[src/rtl/univ_shift_reg_n.sv]
// univ_shift_reg_n
//   Parametrised universal shift register. Supports hold, shift right,
//   shift left and parallel load as single-step operations, plus a burst
//   shift of a programmable number of positions with a busy/done handshake.
//
//   Optional build macro: UNIV_SHIFT_ROTATE_EN
//     Adds the rot input. When rot=1 at a shift edge, the bit shifted out
//     re-enters at the opposite end and sir/sil are ignored.
//
//   Ports
//     clk    in   system clock, rising edge
//     rst    in   synchronous active-high reset
//     en     in   single-step enable
//     mode   in   00 hold, 01 shift right, 10 shift left, 11 parallel load
//     I      in   parallel load data [WIDTH]
//     sir    in   serial input for right shift (enters MSB)
//     sil    in   serial input for left shift (enters LSB)
//     start  in   burst request; direction from mode, count from amt
//     amt    in   burst shift count [CNT_W]
//     rot    in   rotate instead of serial fill (UNIV_SHIFT_ROTATE_EN only)
//     A      out  register contents
//     so_r   out  A[0]
//     so_l   out  A[WIDTH-1]
//     busy   out  burst in progress
//     done   out  one-cycle pulse when a burst completes
//
//   state    | meaning
//   ST_IDLE  | single-step operations; bursts may be accepted
//   ST_BURST | shifting once per edge until the counter runs out
module univ_shift_reg_n #(
  parameter  int WIDTH = 8,
  localparam int CNT_W = $clog2(WIDTH) + 1
) (
  input  logic             clk,
  input  logic             rst,
  input  logic             en,
  input  logic [1:0]       mode,
  input  logic [WIDTH-1:0] I,
  input  logic             sir,
  input  logic             sil,
  input  logic             start,
  input  logic [CNT_W-1:0] amt,
`ifdef UNIV_SHIFT_ROTATE_EN
  input  logic             rot,
`endif
  output logic [WIDTH-1:0] A,
  output logic             so_r,
  output logic             so_l,
  output logic             busy,
  output logic             done
);

  typedef enum logic {
    ST_IDLE  = 1'b0,
    ST_BURST = 1'b1
  } state_t;

  localparam logic DIR_RIGHT = 1'b0;
  localparam logic DIR_LEFT  = 1'b1;

  state_t           state_q, state_d;
  logic [WIDTH-1:0] a_q, a_d;
  logic [CNT_W-1:0] cnt_q, cnt_d;
  logic             dir_q, dir_d;
  logic             done_q, done_d;

  logic             rot_w;
  logic             fill_r, fill_l;
  logic [WIDTH-1:0] shr_w, shl_w;
  logic             burst_req;

`ifdef UNIV_SHIFT_ROTATE_EN
  assign rot_w = rot;
`else
  assign rot_w = 1'b0;
`endif

  // Bit entering the vacated end: the outgoing bit when rotating,
  // otherwise the serial input for that direction.
  assign fill_r = rot_w ? a_q[0]       : sir;
  assign fill_l = rot_w ? a_q[WIDTH-1] : sil;
  assign shr_w  = {fill_r, a_q[WIDTH-1:1]};
  assign shl_w  = {a_q[WIDTH-2:0], fill_l};

  // Only the two shift modes can start a burst; hold/load fall through
  // to a normal single-step edge.
  assign burst_req = start && (mode == 2'b01 || mode == 2'b10);

  always_comb begin
    state_d = state_q;
    a_d     = a_q;
    cnt_d   = cnt_q;
    dir_d   = dir_q;
    done_d  = 1'b0;

    case (state_q)
      ST_BURST: begin
        a_d   = (dir_q == DIR_LEFT) ? shl_w : shr_w;
        cnt_d = cnt_q - CNT_W'(1);
        if (cnt_q == CNT_W'(1)) begin
          state_d = ST_IDLE;
          done_d  = 1'b1;
        end
      end
      default: begin
        if (burst_req) begin
          dir_d = (mode == 2'b10) ? DIR_LEFT : DIR_RIGHT;
          cnt_d = amt;
          // A zero-length burst completes immediately without shifting.
          if (amt != '0) state_d = ST_BURST;
          else           done_d  = 1'b1;
        end else if (en) begin
          case (mode)
            2'b01:   a_d = shr_w;
            2'b10:   a_d = shl_w;
            2'b11:   a_d = I;
            default: a_d = a_q;
          endcase
        end
      end
    endcase
  end

  always_ff @(posedge clk) begin
    if (rst) begin
      state_q <= ST_IDLE;
      a_q     <= '0;
      cnt_q   <= '0;
      dir_q   <= DIR_RIGHT;
      done_q  <= 1'b0;
    end else begin
      state_q <= state_d;
      a_q     <= a_d;
      cnt_q   <= cnt_d;
      dir_q   <= dir_d;
      done_q  <= done_d;
    end
  end

  assign A    = a_q;
  assign so_r = a_q[0];
  assign so_l = a_q[WIDTH-1];
  assign busy = (state_q == ST_BURST);
  assign done = done_q;

endmodule

[config.mk]
export PLATFORM = sky130hd
export DESIGN_NAME = univ_shift_reg_n
export DESIGN_NICKNAME = d
export VERILOG_FILES = /design/src/rtl/univ_shift_reg_n.sv
export SDC_FILE = /design/constraint.sdc
export NUM_CORES = 1
export LEC_CHECK = 0
export ABC_CLOCK_PERIOD_IN_PS = 2000
export BUFFER_PORTS_ARGS = -buffer_cell sky130_fd_sc_hd__buf_2
export CAP_MARGIN = 20
export CORE_MARGIN = 1
export CORE_UTILIZATION = 50
export CTS_CLUSTER_SIZE = 12
export DETAILED_ROUTE_END_ITERATION = 7
export GPL_TIMING_DRIVEN = 0
export PLACE_DENSITY = 0.86
export SYNTH_ARGS = -nofsm -noshare
export SYNTH_HDL_FRONTEND = slang
export SYNTH_SLANG_ARGS = --single-unit
[constraint.sdc]
create_clock -name clk -period 2 [get_ports clk]
set_clock_uncertainty 0.15 [all_clocks]
set_input_delay 0.4 -clock clk [delete_from_list [all_inputs] [get_ports clk]]
set_output_delay 0.4 -clock clk [all_outputs]
set_load 0.03 [all_outputs]
==> results.tsv, run 1 <==
stage	metric	value	unit
run_status	status	complete, no violations	
floorplan	start_util	53.2	%
timing	worst_hold_slack	0.248	ns
grt	grtUsageTotal	24.5	%
yosys	yosys.area_share.simple	19.0	%
timing	slew_headroom	59.9	%
timing	rsz0062_at_grt	no	
drt	antenna_left	0	
drt	drtPass1Iterations	4	
critical_path	start_kind	input pin	
timing	tightestPinTransition	0.602	ns
timing	fmaxAchievable	0.526	GHz
min_path	min_to	cnt_q[3]	
floorplan	core_area	0.00198	mm²
critical_path	path_class	in -> reg	
min_path	hp-class	in -> reg	
timing	post-route-period-util	95.1	%
drt	drt_wl_total	2530	µm
timing	hold_viol_final	0	
drt	wl_per_cell	13.6	µm
power	internal_power	0.000479	W
flow_run	max_cap_violations	0	
placed_design	portBuffers	31	
critical_path	cp_common_cell	buf_2	
critical_path	path_max_fanout	10	
critical_path	r2r-start	dir_q	
yosys	synth_cell_types	31	
critical_path	crit_slowest_cell	nor2_1	
layout	drive_gt1_share	32.1	%
critical_path	r2r_end	A[5]	
yosys	seq_area_frac_synth	28.5	%
yosys	synth-xor-area-share	0	%
placed_design	place_inst	182	
yosys	synth-seq-cells	15	
timing	finalSetupViolCount	0	
clocking	root_buffer	clkbuf_4	
clocking	clkSlewWorstSetupHoldPaths	0.09	ns
power	pwr-share-comb	28.7	%
drt	drc	0	
yosys	synthMuxAreaShare	9.49	%
clocking	cts_buffers	3	
layout	final_nets	186	
critical_path	crit_chain	buf_2 > ha_1 > buf_6 > nor2_1 > buf_2 > o21ai_0 > a221o_2	
critical_path	critical_path.max_stage_delay	0.34	ns
critical_path	path_delay_family	buffers and inverters	
timing	min_period	1.90	ns
layout	fin_cells	186	
clocking	cts_tree	done	
yosys	yosys_warnings	0	
power	power.switching	0.000237	W
power	clkPwrFrac	24.6	%
grt	grt_max_degree	11	
placed_design	gp_congestion	0.850	
power	p_seq_share	46.7	%
critical_path	critPathBufInv	3	
clocking	clock_latency	0.29	ns
floorplan	fp.dieH	47.9	µm
power	swShare	33.2	%
critical_path	r2r_slack	0.33	ns
yosys	synth_top_family_by_area	compound AO/OA/AOI/OAI gates	
drt	vias	1043	
yosys	avgSynthCellArea	8.51	µm²
critical_path	required	2.03	ns
yosys	synth_compound_area_share	27.5	%
yosys	syn-cell-area	0.00105	mm²
drt	drt_first_iter_violations	19	
critical_path	end_kind	register	
critical_path	critPathArrivalTime	1.93	ns
yosys	synth_cells	124	
yosys	synth_fa_ha_area_share	7.12	%
floorplan	dieArea	0.00230	mm²
floorplan	io-pin-count	32	
power	p_leak	0.538	nW
grt	grt_pass1_vias	927	
floorplan	num_rows	16	
power	power_density	560	mW/mm²
critical_path	rr_worst_depth	4	
yosys	synthesis.nets	150	
placed_design	dp_hpwl	1870	µm
min_path	hold_depth	3	
grt	antenna_found_initial	0	
min_path	hold_start	amt[3]	
power	irDropWorstVdd	0.000330	V
clocking	clockBufferDepth	2	
timing	setup_tns	0	ns
timing	slew_violations	0	
grt	grt_pass1_wl	3910	µm
layout	n_antenna_cell	0	
clocking	cts_hold_buf	0	
grt	grt.overflow.total	0	
floorplan	die_w	47.9	µm
drt	avgViaCountPerCell	5.61	
clocking	htreeDepth	1	
clocking	numClockSinks	15	
layout	synthToLayoutAreaGrowth	21.2	%
## state kept, by name, summed over array words and instances (netlist names)
signal	count
A	8
busy	1
cnt_q	4
dir_q	1
done	1
## synth_stat cells, drive strengths merged
master,n,area [µm²]
nand2b,2,12.5
ha,6,75.1
nor4b,1,15.0
inv,5,18.8
buf,8,58.8
nor2,16,60.1
a211oi,4,30.0
a221o,6,67.6
o21bai,1,7.51
a311oi,1,26.3
nor4bb,1,10.0
o21ai,8,40.0
a21oi,5,25.0
a211o,1,8.76
and3,1,6.26
nand3,7,35.0
nor3,3,15.0
nor2b,1,6.26
a22oi,8,60.1
a32oi,1,8.76
or3,1,11.3
a31o,1,8.76
o211ai,1,7.51
nand2,6,22.5
nor4,1,6.26
clkbuf,3,11.3
dfxtp,15,300
mux2i,10,100
## area by class of cell
type | instances | area (µm²)
timing repair buffer | 31 | 155
multi-input combinational | 93 | 674
fill | 186 | 703
clock buffer | 4 | 26.3
tap | 27 | 33.8
buffer | 11 | 70.1
sequential | 15 | 300
inverter | 5 | 18.8
## worst register-to-register path, cell delays in order, from the launching register on
cell and delay [ns]:
dfxtp_1 0.32, clkbuf_1 0.47, mux2i_1 0.27, nor2_1 0.06
a221o_2 0.30
## layout by cell type (no fill, tap or decap), types with 2 or more instances in the layout
master	n
inv_1	5
dfxtp_1	15
mux2i_1	10
ha_1	6
buf_6	2
buf_4	3
a221o_2	6
clkbuf_1	4
nand3_1	7
nand2_1	6
nor2_1	16
a211oi_1	4
a21oi_1	5
nor3_1	3
o21ai_0	8
clkbuf_4	3
buf_2	33
nand2b_1	2
a22oi_1	8
## per-layer routing
layer	vias up	global-route usage, %	routed length, µm
li1	527	-	-
met1	476	31.3	1160
met2	32	36.2	1190
met3	8	5.28	119
met4	0	17.2	57
met5	-	0	0
## metrics by stage
| stage | area, µm² | power [W] | setup WS (ns) | utilization, % |
|---|---|---|---|---|
| after floorplan | 1050 | 0.000479 | 0.115 | - |
| after global placement | 1240 | 0.000532 | -0.141 | 62.8 |
| after detailed placement | 1240 | 0.000543 | -0.202 | 62.8 |
| after CTS | 1270 | 0.000714 | 0.121 | 64.1 |
| after global routing | 1280 | 0.000761 | 0.0193 | 64.5 |
| final | 1280 | 0.000716 | 0.0986 | 64.5 |
## power groups by stage
stage | combinational [W] | sequential, W | clock [W]
floorplan | 0.000129 | 0.000351 | 0
global placement | 0.000193 | 0.000339 | 0
detailed placement | 0.000202 | 0.000341 | 0
CTS | 0.000202 | 0.000334 | 0.000178
global route | 0.000230 | 0.000337 | 0.000195
finish | 0.000205 | 0.000334 | 0.000176
## how the worst max path moves through the flow
stage | slack, ns | cells after the start | start | to
after global placement | -0.14 | 7 | mode[0] | A[5]
final | 0.1 | 7 | mode[0] | A[6]
after detailed placement | -0.20 | 7 | mode[0] | A[2]
after floorplan | 0.11 | 5 | mode[0] | A[0]
after global routing | 0.02 | 7 | mode[0] | A[4]
after CTS | 0.12 | 7 | mode[0] | A[4]
## kinds of logic (layout without fill, tap and decap cells)
logic type,after synthesis,after routing
and+or+nand+nor,40,40
AOI/OAI and AO/OA,37,37
buffers and inverters,16,51
DFF,15,15
muxes,10,10
adders and majority gates,6,6
## repair_timing
action	4_1_cts	5_1_grt
resized for setup	0	1
setup endpoints to repair	0	1
buffers inserted	0	0
hold endpoints to repair	0	0
Note: power is estimated with default switching activity, not from simulation.
==> run 2, diff against run 1 <==
- CTS_BUF_LIST: default -> sky130_fd_sc_hd__clkbuf_8
==> results.tsv, run 2 (synthesis results as in run 1) <==
stage	metric	value	unit	change
critical_path	crit_chain	buf_2 > inv_1 > ha_1 > nor2b_1 > nor4b_4 > a221o_2		
placed_design	gp_congestion	0.850		unchanged
critical_path	crit_slowest_cell	nor2b_1		
drt	drt_wl_total	2550	µm	+0.87%
timing	slew_violations	0		unchanged
clocking	postCtsSetupRepairBufs	0		unchanged
critical_path	critical_path.max_stage_delay	0.45	ns	+0.11 ns
clocking	numClockSinks	15		unchanged
clocking	cts_tree	done		
layout	multi_input_area	677	µm²	+0.37%
critical_path	path_max_fanout	8		-2
flow_run	max_cap_violations	0		unchanged
floorplan	start_util	53.2	%	unchanged
timing	worst_hold_slack	0.286	ns	+0.0378 ns
placed_design	portBuffers	31		unchanged
timing	post-route-period-util	92.5	%	-2.6 points
grt	grt_pass1_vias	916		-1.2%
timing	rsz0062_at_grt	no		
grt	grt_busiest_layer	met2		
grt	grt_max_degree	11		unchanged
clocking	htreeDepth	1		unchanged
layout	synthToLayoutAreaGrowth	23.3	%	
power	irDropWorstVdd	0.000360	V	+9.3%
drt	drc	0		unchanged
clocking	clockBufferDepth	2		unchanged
critical_path	end_kind	register		
drt	antenna_left	0		unchanged
clocking	cts_buffers	3		unchanged
min_path	hp-class	in -> reg		
grt	grt_pass1_wl	3920	µm	+0.18%
floorplan	fp.dieH	47.9	µm	unchanged
layout	final_nets	186		unchanged
layout	largest_reg_flops	8		unchanged
placed_design	dp_hpwl	1870	µm	unchanged
layout	drive_gt1_share	32.7	%	+0.63 points
grt	grt_use_met1	31.3	%	unchanged
grt	grt.overflow.total	0		unchanged
layout	final_common_cell	buf_2		
floorplan	io-pin-count	32		unchanged
timing	min_period	1.85	ns	-0.0521 ns
floorplan	die_w	47.9	µm	unchanged
placed_design	place_inst	182		unchanged
drt	wl_per_cell	13.7	µm	+0.87%
floorplan	dieArea	0.00230	mm²	unchanged
floorplan	num_rows	16		unchanged
drt	drtPass1Iterations	4		unchanged
clocking	clkSlewWorstSetupHoldPaths	0.06	ns	-0.03 ns
floorplan	core_area	0.00198	mm²	unchanged
layout	n_antenna_cell	0		unchanged
clocking	clock_latency	0.25	ns	-0.04 ns
timing	slew_headroom	60.2	%	+0.36 points
layout	fillers	178		-4.3%
critical_path	start_kind	input pin		
drt	vias	1086		+4.1%
timing	finalSetupViolCount	0		unchanged
critical_path	required	1.99	ns	-0.04 ns
layout	fin_cells	186		unchanged
power	p_leak	0.550	nW	+2.3%
run_status	status	complete, no violations		
grt	grtUsageTotal	24.3	%	-0.15 points
grt	antenna_found_initial	0		unchanged
timing	fmaxAchievable	0.541	GHz	+2.8%
drt	avgViaCountPerCell	5.84		+4.1%
grt	use_met2	37.8	%	+1.6 points
timing	tightestPinTransition	0.596	ns	-0.00541 ns
layout	final_cell_mix	33 x buf_2, 15 x dfxtp_1, 15 x nor2_1		
drt	drt_first_iter_violations	27		+8
grt	gr-usage-met3	3.40	%	-1.9 points
critical_path	critPathArrivalTime	1.84	ns	-0.09 ns
layout	seqCellArea	300	µm²	unchanged
power	power_density	604	mW/mm²	+7.8%
clocking	root_buffer	clkbuf_8		
timing	hold_viol_final	0		unchanged
critical_path	path_class	in -> reg		
==> run 2: power breakdown <==
part | switching, W | internal [W] | leakage [nW] | total [W]
clock | 0.000107 | 0.000136 | 0.0269 | 0.000243
combinational | 0.000122 | 0.0000853 | 0.401 | 0.000207
sequential | 0.0000182 | 0.000317 | 0.122 | 0.000335
==> run 2: repair_timing <==
action	4_1_cts	5_1_grt
hold buffers	0	0
endpoints found under the setup margin	0	6
hold endpoints to repair	0	0
gates resized for setup	0	2
==> run 2: path summary, 6_finish.rpt <==
kind         cells past startpoint        to      from  slack (ns)
max                              6      A[0]   mode[0]        0.15
min                              3  cnt_q[3]    amt[3]        0.29
max reg2reg                      4      A[5]     dir_q        0.35
min reg2reg                      2  cnt_q[3]  cnt_q[3]        0.35
==> run 2: layout make-up <==
class | count | share of cell area (%)
multi-input cells | 93 | 52.1
inverters | 5 | 1.44
flip-flops and latches | 15 | 23.1
plain buffers | 11 | 5.39
well taps | 27 | 2.60
clock inverters | 1 | 0.289
repair buffers | 31 | 11.9
clock buffers | 3 | 3.18
==> run 2: metal layers <==
layer	share of wire [%]	vias up
li1	-	534
met1	43	502
met2	49	41
met3	5.3	9
met4	2.7	0
met5	0	-
==> run 2: worst max-delay path: cells and delay by family <==
| family | cells | cell delay (ns) |
|---|---|---|
| adders and majority gates | 1 | 0.30 |
| buffers and inverters | 2 | 0.16 |
| and+or+nand+nor | 2 | 0.60 |
| AOI/OAI and AO/OA | 1 | 0.38 |
==> run 2: per-stage QoR <==
stage | utilization (%) | setup TNS (ns) | area (µm²) | worst slack (ns) | power, W
finish | 65.6 | 0 | 1300 | 0.151 | 0.000785
CTS | 65.0 | 0 | 1290 | 0.0762 | 0.000780
floorplan | - | 0 | 1050 | 0.115 | 0.000479
detailed placement | 62.8 | -1.47 | 1240 | -0.202 | 0.000543
global route | 65.6 | 0 | 1300 | 0.0454 | 0.000826
global placement | 62.8 | -1.04 | 1240 | -0.141 | 0.000532
